[config.mk]
export PLATFORM = sky130hd
export DESIGN_NAME = sevenseg_scanner
export DESIGN_NICKNAME = d
export VERILOG_FILES = /design/src/rtl/sevenseg_scanner.sv
export SDC_FILE = /design/constraint.sdc
export NUM_CORES = 1
export LEC_CHECK = 0
export ABC_AREA = 1
export BUFFER_PORTS_ARGS = -buffer_cell sky130_fd_sc_hd__buf_4
export CAP_MARGIN = 15
export CORE_AREA = 2 2 116 118
export CTS_BUF_LIST = sky130_fd_sc_hd__clkbuf_8
export DETAILED_ROUTE_END_ITERATION = 16
export DIE_AREA = 0 0 118 120
export MAX_ROUTING_LAYER = met4
export PLACE_DENSITY = 0.52
export SETUP_SLACK_MARGIN = 0.02
export SLEW_MARGIN = 20
export SYNTH_ARGS = -nofsm -noshare
export SYNTH_HDL_FRONTEND = slang
export SYNTH_SLANG_ARGS = --single-unit
[constraint.sdc]
create_clock -name clk -period 1.76 [get_ports clk]
set_clock_uncertainty 0.2 [all_clocks]
set_input_delay 0.528 -clock clk [delete_from_list [all_inputs] [get_ports clk]]
set_output_delay 0.528 -clock clk [all_outputs]
set_load 0.005 [all_outputs]
[src/rtl/sevenseg_scanner.sv]
// Eight-digit multiplexed seven-segment driver with PWM dimming.
// Ports: clk, rst (sync, active-high); digits/blank/dp/bright inputs are
// snapshotted once per frame; segs_n/an_n/dp_n are registered active-low
// drives; frame_tick pulses in the first output cycle of each frame.
module sevenseg_scanner #(
  parameter int DIGIT_CYCLES = 100000
) (
  input  logic        clk,
  input  logic        rst,
  input  logic [31:0] digits,
  input  logic [7:0]  blank,
  input  logic [7:0]  dp,
  input  logic [2:0]  bright,
  output logic [6:0]  segs_n,
  output logic [7:0]  an_n,
  output logic        dp_n,
  output logic        frame_tick
);

  localparam int SUB_CYCLES = DIGIT_CYCLES / 8;
  localparam int SW = (SUB_CYCLES > 1) ? $clog2(SUB_CYCLES) : 1;
  localparam logic [SW-1:0] SUB_LAST = SW'(SUB_CYCLES - 1);

  logic [SW-1:0] sub_q, sub_d;
  logic [2:0]    phase_q, phase_d;
  logic [2:0]    digit_q, digit_d;

  logic [31:0]   snap_digits_q, snap_digits_d;
  logic [7:0]    snap_blank_q, snap_blank_d;
  logic [7:0]    snap_dp_q, snap_dp_d;
  logic [2:0]    snap_bright_q, snap_bright_d;

  logic [6:0]    segs_n_q, segs_n_d;
  logic [7:0]    an_n_q, an_n_d;
  logic          dp_n_q, dp_n_d;
  logic          frame_tick_q, frame_tick_d;

  logic          sub_wrap;
  logic          phase_wrap;
  logic          frame_last;
  logic          lit;
  logic [3:0]    nibble;
  logic [6:0]    seg_dec;

  always_comb begin
    sub_wrap   = (sub_q == SUB_LAST);
    phase_wrap = sub_wrap && (phase_q == 3'd7);
    frame_last = phase_wrap && (digit_q == 3'd7);

    sub_d   = sub_wrap ? '0 : sub_q + 1'b1;
    phase_d = sub_wrap ? phase_q + 3'd1 : phase_q;
    digit_d = phase_wrap ? digit_q + 3'd1 : digit_q;

    // Capture on the last counter state so a new frame starts clean.
    snap_digits_d = frame_last ? digits : snap_digits_q;
    snap_blank_d  = frame_last ? blank  : snap_blank_q;
    snap_dp_d     = frame_last ? dp     : snap_dp_q;
    snap_bright_d = frame_last ? bright : snap_bright_q;

    nibble = snap_digits_q[{digit_q, 2'b00} +: 4];
    lit    = (phase_q <= snap_bright_q) && !snap_blank_q[digit_q];

    seg_dec = 7'h7F;
    unique case (nibble)
      4'h0: seg_dec = 7'b1000000;
      4'h1: seg_dec = 7'b1111001;
      4'h2: seg_dec = 7'b0100100;
      4'h3: seg_dec = 7'b0110000;
      4'h4: seg_dec = 7'b0011001;
      4'h5: seg_dec = 7'b0010010;
      4'h6: seg_dec = 7'b0000010;
      4'h7: seg_dec = 7'b1111000;
      4'h8: seg_dec = 7'b0000000;
      4'h9: seg_dec = 7'b0010000;
      4'hA: seg_dec = 7'b0001000;
      4'hB: seg_dec = 7'b0000011;
      4'hC: seg_dec = 7'b1000110;
      4'hD: seg_dec = 7'b0100001;
      4'hE: seg_dec = 7'b0000110;
      4'hF: seg_dec = 7'b0001110;
    endcase

    segs_n_d = 7'h7F;
    an_n_d   = 8'hFF;
    dp_n_d   = 1'b1;
    if (lit) begin
      segs_n_d = seg_dec;
      an_n_d   = ~(8'd1 << digit_q);
      dp_n_d   = ~snap_dp_q[digit_q];
    end

    frame_tick_d = (digit_q == 3'd0) && (phase_q == 3'd0)
                && (sub_q == '0);
  end

  always_ff @(posedge clk) begin
    if (rst) begin
      sub_q         <= '0;
      phase_q       <= '0;
      digit_q       <= '0;
      snap_digits_q <= '0;
      snap_blank_q  <= 8'hFF;
      snap_dp_q     <= '0;
      snap_bright_q <= '0;
      segs_n_q      <= 7'h7F;
      an_n_q        <= 8'hFF;
      dp_n_q        <= 1'b1;
      frame_tick_q  <= 1'b0;
    end else begin
      sub_q         <= sub_d;
      phase_q       <= phase_d;
      digit_q       <= digit_d;
      snap_digits_q <= snap_digits_d;
      snap_blank_q  <= snap_blank_d;
      snap_dp_q     <= snap_dp_d;
      snap_bright_q <= snap_bright_d;
      segs_n_q      <= segs_n_d;
      an_n_q        <= an_n_d;
      dp_n_q        <= dp_n_d;
      frame_tick_q  <= frame_tick_d;
    end
  end

  assign segs_n     = segs_n_q;
  assign an_n       = an_n_q;
  assign dp_n       = dp_n_q;
  assign frame_tick = frame_tick_q;

endmodule
==> flow_summary.yaml, run 1 <==
outcome:
  status: "finished with violations"
  violations: "negative setup slack"
synth:
  synthCells: 640
  synth_fp_nets: 712
  synth.ff_latch_count: 88
  synth.avg_cell_area_um2: 6.94
  ys_types: 30
  synth_area_um2: 4440
  seq_area_frac_synth_pct: 39.7
  yosysWarnings: 0
drt:
  vias_per_cell: 4.56
  drc: 0
  drt_iter0_markers: 174
  first_pass_iters: 4
  via_count: 4333
  final_antenna_net_count: 0
  routed_wl_mm: 12.2
  wire_per_inst_um: 12.9
clock_tree:
  clock_path_buffers: 2
  tritoncts: "yes"
  hold_buffers: 0
  clockRootBuffer: "clkbuf_8"
  clk_latency_ns: 0.38
  cts_made_buffers: 9
  clk_pin_slew_worst_paths_ns: 0.09
  cts.sinks: 88
  cts.htree.levels: 3
cells_and_area:
  final_nets: 842
  area_growth_pct: 44.5
  drive_gt1_share_pct: 38.6
  layout_common_cells: "nand2_1 (164), buf_4 (123), dfxtp_1 (78)"
  diodes: 0
  fill_cells: 1267
  final_common_cell: "nand2_1"
critical_path:
  worstPathMaxFanout: 8
  rrSetupSlack_ns: -0.05
  cp-startpoint: "digit_q[0]"
  worstReg2RegStart: "digit_q[0]"
  worstPathRequired_ns: 1.83
  end_kind: "register"
  reg2reg_to: "an_n[6]"
  reg2reg_depth: 11
  crit_type: "reg -> reg"
  critPathLaunchType: "register"
  critical_path_arrival_ns: 1.88
timing:
  slew_violations: 0
  rsz0062_at_grt: "yes"
  hold_violations: 0
  whs_ns: 0.159
  fin_ws_ns: -0.0517
  timing.fmax_mhz: 552
  finalSetupViolCount: 8
  fin_crit_ns: 1.81
  slew_headroom_pct: 72.4
  worst_slew_pin_slew_ns: 0.410
  fin_crit_sh_pct: 103
global_route:
  grt_pass1_vias: 4112
  overflow: 0
  antenna_found_initial: 0
  grt_usage_pct: 17.7
  grt_max_degree: 44
  grt_pass1_wl_mm: 19.4
power:
  pwr-share-clk_pct: 40.7
  seqPwrFrac_pct: 53.9
  p_leak_nw: 3.07
  intPower_mw: 2.87
  p_sw_mw: 0.839
  finalPower_mw: 3.71
  powerDensity_nw_per_um2: 578
  switching_share_pct: 22.6
  pwr-share-comb_pct: 5.4
  vdd_drop_max_mv: 0.370
placed_design:
  port_buffers: 69
  hpwl_mm: 8.40
  gp_congestion: 0.839
worst_hold_path:
  hp-class: "in -> reg"
  min_to: "snap_blank_q[6]"
  hold-path-cell-count: 3
  holdCritStartpoint: "blank[6]"
run:
  max_cap_viol_count: 0
floorplan:
  die_w_um: 118
  placementRows: 42
  coreArea_um2: 13000
  initial_core_util_pct: 34.2
  ios: 70
  die_h_um: 120
  dieArea_um2: 14200
## repair_timing
action / in CTS / in global routing
buffers inserted: 11 / 11
pin swaps: 12 / 39
endpoints found under the setup margin: 67 / 88
resized for setup: 45 / 98
cloned: 2 / 2
endpoints found under the hold margin: 0 / 0
## worst max-delay path: stages (launching register included)
cell	delay, ns
dfxtp_4	0.38
buf_6	0.13
buf_6	0.13
nor2_1	0.10
nor2_1	0.04
o21ai_1	0.08
nand3_1	0.11
nand2_2	0.14
nand2_8	0.11
nor2_4	0.13
buf_6	0.12
nand2_2	0.04
## layout make-up
class	instances	area, µm²	area share, %
flip-flops and latches	88	1780	27.7
well taps	176	220	3.43
clock inverters	3	41.3	0.643
clock buffers	12	165	2.57
repair inverters	1	11.3	0.175
multi-input cells	455	2710	42.2
repair buffers	141	1200	18.6
inverters	74	298	4.64
## metrics by stage
stage	util (%)	setup slack, ns	TNS (ns)	instances	area (µm²)
floorplan	-	0.00623	0	640	4470
global placement	42.1	-0.0229	-0.142	911	5460
detailed placement	42.1	-0.0502	-0.323	911	5460
CTS	46.2	-0.0639	-1.43	939	6000
global route	49.5	-0.112	-4.00	950	6420
finish	49.5	-0.0517	-0.275	950	6420
## layer usage
layer | wire, µm | part of all wire, % | GRT usage [%] | vias to the layer above
met5 | 0 | 0 | - | -
met4 | 287 | 2.3 | 6.85 | 0
met3 | 445 | 3.6 | 3.52 | 24
li1 | - | - | - | 2242
met2 | 6050 | 49 | 29.9 | 82
met1 | 5460 | 45 | 20.8 | 1985
## synthesized netlist by cell type
cell type | count | area share, %
inv_1 | 67 | 5.7
nand2_1 | 194 | 16
inv_2 | 7 | 0.59
or2_0 | 1 | 0.14
clkbuf_1 | 7 | 0.59
nand3b_1 | 1 | 0.17
buf_6 | 9 | 2.3
nand3_4 | 1 | 0.39
nand4_4 | 1 | 0.48
nor2_1 | 71 | 6.0
nor3b_1 | 1 | 0.17
o211ai_1 | 1 | 0.17
o21ai_1 | 1 | 0.11
nand4_1 | 8 | 1.1
a21oi_1 | 15 | 1.7
nor3_1 | 8 | 0.90
nand3_1 | 67 | 7.6
nor3_4 | 2 | 0.73
buf_2 | 6 | 0.68
buf_4 | 2 | 0.34
or2_2 | 2 | 0.28
xor2_1 | 2 | 0.39
nor2_2 | 41 | 5.8
nor4_1 | 1 | 0.14
xnor2_1 | 1 | 0.20
o21ai_0 | 13 | 1.5
nor2_4 | 1 | 0.25
nand2_2 | 2 | 0.28
dfxtp_1 | 88 | 40
ha_1 | 19 | 5.4
## worst max-delay path by stage
stage                             end  slack (ns)
finish                        an_n[6]       -0.05
global route                  an_n[5]       -0.11
CTS                 snap_digits_q[23]       -0.06
detailed placement          segs_n[6]       -0.05
global placement      snap_blank_q[4]       -0.02
floorplan                   segs_n[3]       0.006
## cells by family (layout without fill, tap and decap cells)
logic type | count (synthesis) | count (layout) | synth area share, %
compound gates | 30 | 30 | 3.44
buf+inv | 98 | 231 | 10.1
fa+ha+maj | 19 | 19 | 5.35
flops | 88 | 88 | 39.7
xor+xnor | 3 | 3 | 0.592
simple gates | 402 | 403 | 40.8
## state kept, by name, indices dropped and copies added, names as in the netlist
signal         count
snap_digits_q     32
sub_q             14
an_n               8
snap_blank_q       8
snap_dp_q          8
segs_n             7
digit_q            3
phase_q            3
snap_bright_q      3
dp_n               1
frame_tick         1
## power by group through the flow
| stage | clock (mW) | sequential [mW] | combinational [mW] |
|---|---|---|---|
| 4_1_cts | 1.56 | 2.00 | 0.188 |
| 2_1_floorplan | 0 | 2.05 | 0.0429 |
| 6_report | 1.51 | 2.00 | 0.199 |
| 3_5_place_dp | 0 | 2.05 | 0.180 |
| 3_3_place_gp | 0 | 2.05 | 0.177 |
| 5_1_grt | 1.63 | 2.00 | 0.217 |
Note: power is estimated with default switching activity, not from simulation.
==> run 2: changes to the inputs <==
--- a/config.mk
+++ b/config.mk
@@ -8,10 +8,10 @@
 export ABC_AREA = 1
 export BUFFER_PORTS_ARGS = -buffer_cell sky130_fd_sc_hd__buf_4
 export CAP_MARGIN = 15
-export CORE_AREA = 2 2 116 118
+export CORE_AREA = 5 5 119 121
 export CTS_BUF_LIST = sky130_fd_sc_hd__clkbuf_8
 export DETAILED_ROUTE_END_ITERATION = 16
-export DIE_AREA = 0 0 118 120
+export DIE_AREA = 0 0 124 126
 export MAX_ROUTING_LAYER = met4
 export PLACE_DENSITY = 0.52
 export SETUP_SLACK_MARGIN = 0.02
==> constraint.sdc (replaced) <==
create_clock -name clk -period 1.76 [get_ports clk]
set_clock_uncertainty 0.2 [all_clocks]
set_input_delay 0.528 -clock clk [delete_from_list [all_inputs] [get_ports clk]]
set_output_delay 0.528 -clock clk [all_outputs]
set_load 0.1 [all_outputs]
==> flow_summary.yaml, run 2 (synthesis results as in run 1) <==
power:
  p_leak_nw: 3.04
  pwr-share-comb_pct: 5.6
  pwr-share-clk_pct: 39.0
  intPower_mw: 2.76
  switching_share_pct: 23.6
  powerDensity_nw_per_um2: 570
  p_sw_mw: 0.853
  vdd_drop_max_mv: 0.344
  seqPwrFrac_pct: 55.4
critical_path:
  critical_path_arrival_ns: 1.83
  critPathLaunchType: "register"
  worstPathRequired_ns: 1.83
  reg2reg_depth: 11
  cp-endpoint: "segs_n[6]"
  worstPathMaxFanout: 7
  slowest_stage: "dfxtp_4"
  end_kind: "register"
  crit_type: "reg -> reg"
  rrSetupSlack_ns: -0.006
  reg2reg_to: "segs_n[6]"
  worstReg2RegStart: "digit_q[0]"
  slowest_delay_ns: 0.40
  crit_chain: "buf_8 -> nand2_1 -> nand3_2 -> nand3_2 -> nand2_4 -> inv_2 -> ha_4 -> nand3_2 -> nand2_1 -> nand2_1 -> nand3_1"
  cp-startpoint: "digit_q[0]"
global_route:
  grt_pass1_vias: 4150
  grt_usage_pct: 15.7
  grt_max_degree: 44
  antenna_found_initial: 0
  overflow: 0
  grt_pass1_wl_mm: 19.2
clock_tree:
  clk_pin_slew_worst_paths_ns: 0.09
  cts_made_buffers: 9
  cts.sinks: 88
  clockRootBuffer: "clkbuf_8"
  cts.htree.levels: 3
  clk_latency_ns: 0.38
  clock_path_buffers: 2
  tritoncts: "yes"
drt:
  drc: 0
  first_pass_iters: 4
  wire_per_inst_um: 13.1
  routed_wl_mm: 12.4
  via_count: 4278
  final_antenna_net_count: 0
  drt_iter0_markers: 189
  vias_per_cell: 4.52
timing:
  rsz0062_at_grt: "yes"
  tns_ns: -0.00648
  finalSetupViolCount: 1
  fin_crit_ns: 1.77
  slew_headroom_pct: 74.0
  fin_ws_ns: -0.00648
  timing.fmax_mhz: 566
  fin_crit_sh_pct: 100
  hold_violations: 0
  worst_slew_pin_slew_ns: 0.386
  whs_ns: 0.151
  slew_violations: 0
placed_design:
  gp_congestion: 0.900
  port_buffers: 69
  hpwl_mm: 8.41
cells_and_area:
  drive_gt1_share_pct: 35.8
  diodes: 0
  final_common_cell: "nand2_1"
  final_nets: 838
  largestRegisters: "snap_digits_q: 32 flops, sub_q: 14 flops"
  regMostFlops: "snap_digits_q"
  area_growth_pct: 42.8
  layout_common_cells: "nand2_1 (182), buf_4 (105), dfxtp_1 (75)"
  utilization_pct: 48.8
  largest_reg_flops: 32
floorplan:
  coreArea_um2: 13000
  placementRows: 42
  ios: 70
  dieArea_um2: 15600
  initial_core_util_pct: 34.2
  die_h_um: 126
  die_w_um: 124
worst_hold_path:
  hp-class: "in -> reg"
  holdCritStartpoint: "blank[5]"
run:
  max_cap_viol_count: 0
outcome:
  violations: "negative setup slack"
  status: "finished with violations"
[run 2: cell count changes in the layout (fill, tap and decap cells not counted), moves of 9 or more]
cell	delta
buf_4	-18
nor2_4	-13
buf_6	+9
nor2_2	+11
nand2_2	-15
nand2_1	+18
[run 2: power groups by stage]
stage / clock [mW] / combinational [mW] / sequential, mW
after CTS: 1.45 / 0.203 / 2.00
after global placement: 0 / 0.196 / 2.05
after detailed placement: 0 / 0.199 / 2.05
after global routing: 1.53 / 0.220 / 2.00
final: 1.41 / 0.204 / 2.00
after floorplan: 0 / 0.0429 / 2.07
[run 2: worst max-delay path: cells and delay by family (launching register included)]
kind	cells	cell delay (ns)
buffers and inverters	2	0.20
and+or+nand+nor	8	0.67
DFF	1	0.40
adders and majority gates	1	0.16
[run 2: metrics by stage]
| step | total power [mW] | cells | setup slack (ns) | cell area (µm²) |
|---|---|---|---|---|
| CTS | 3.66 | 930 | 0.0202 | 5830 |
| global placement | 2.24 | 912 | -0.0573 | 5470 |
| detailed placement | 2.25 | 912 | -0.0575 | 5470 |
| floorplan | 2.11 | 640 | 0.00623 | 4470 |
| finish | 3.62 | 946 | -0.00648 | 6340 |
| global route | 3.76 | 946 | -0.0807 | 6340 |
[run 2: layout make-up]
type | instances | area, µm²
well taps | 176 | 220
fillers | 1294 | 6640
inverters | 74 | 300
flip-flops and latches | 88 | 1780
repair buffers | 138 | 1300
clock buffers | 13 | 179
multi-input cells | 455 | 2550
clock inverters | 2 | 12.5
[run 2: how the worst min path moves through the flow]
stage | to | slack (ns) | cells after the start
2_1_floorplan | sub_q[0] | 0.23 | 1
3_3_place_gp | snap_blank_q[3] | 0.26 | 2
3_5_place_dp | snap_blank_q[3] | 0.26 | 2
4_1_cts | digit_q[0] | 0.14 | 2
5_1_grt | snap_blank_q[7] | 0.14 | 3
6_report | snap_blank_q[5] | 0.15 | 3
[run 2: layer usage]
layer / wire [µm] / track usage, % / vias to the layer above
li1: - / - / 2241
met1: 5570 / 18.9 / 1940
met2: 6140 / 25.9 / 79
met3: 446 / 3.00 / 18
met4: 248 / 5.99 / 0
met5: 0 / - / -
[run 2: timing repair]
action,4_1_cts,5_1_grt
resized for setup,40,77
hold buffers,0,0
pin swaps,5,18
cloned,0,7
setup buffers,3,9
endpoints found under the setup margin,30,87
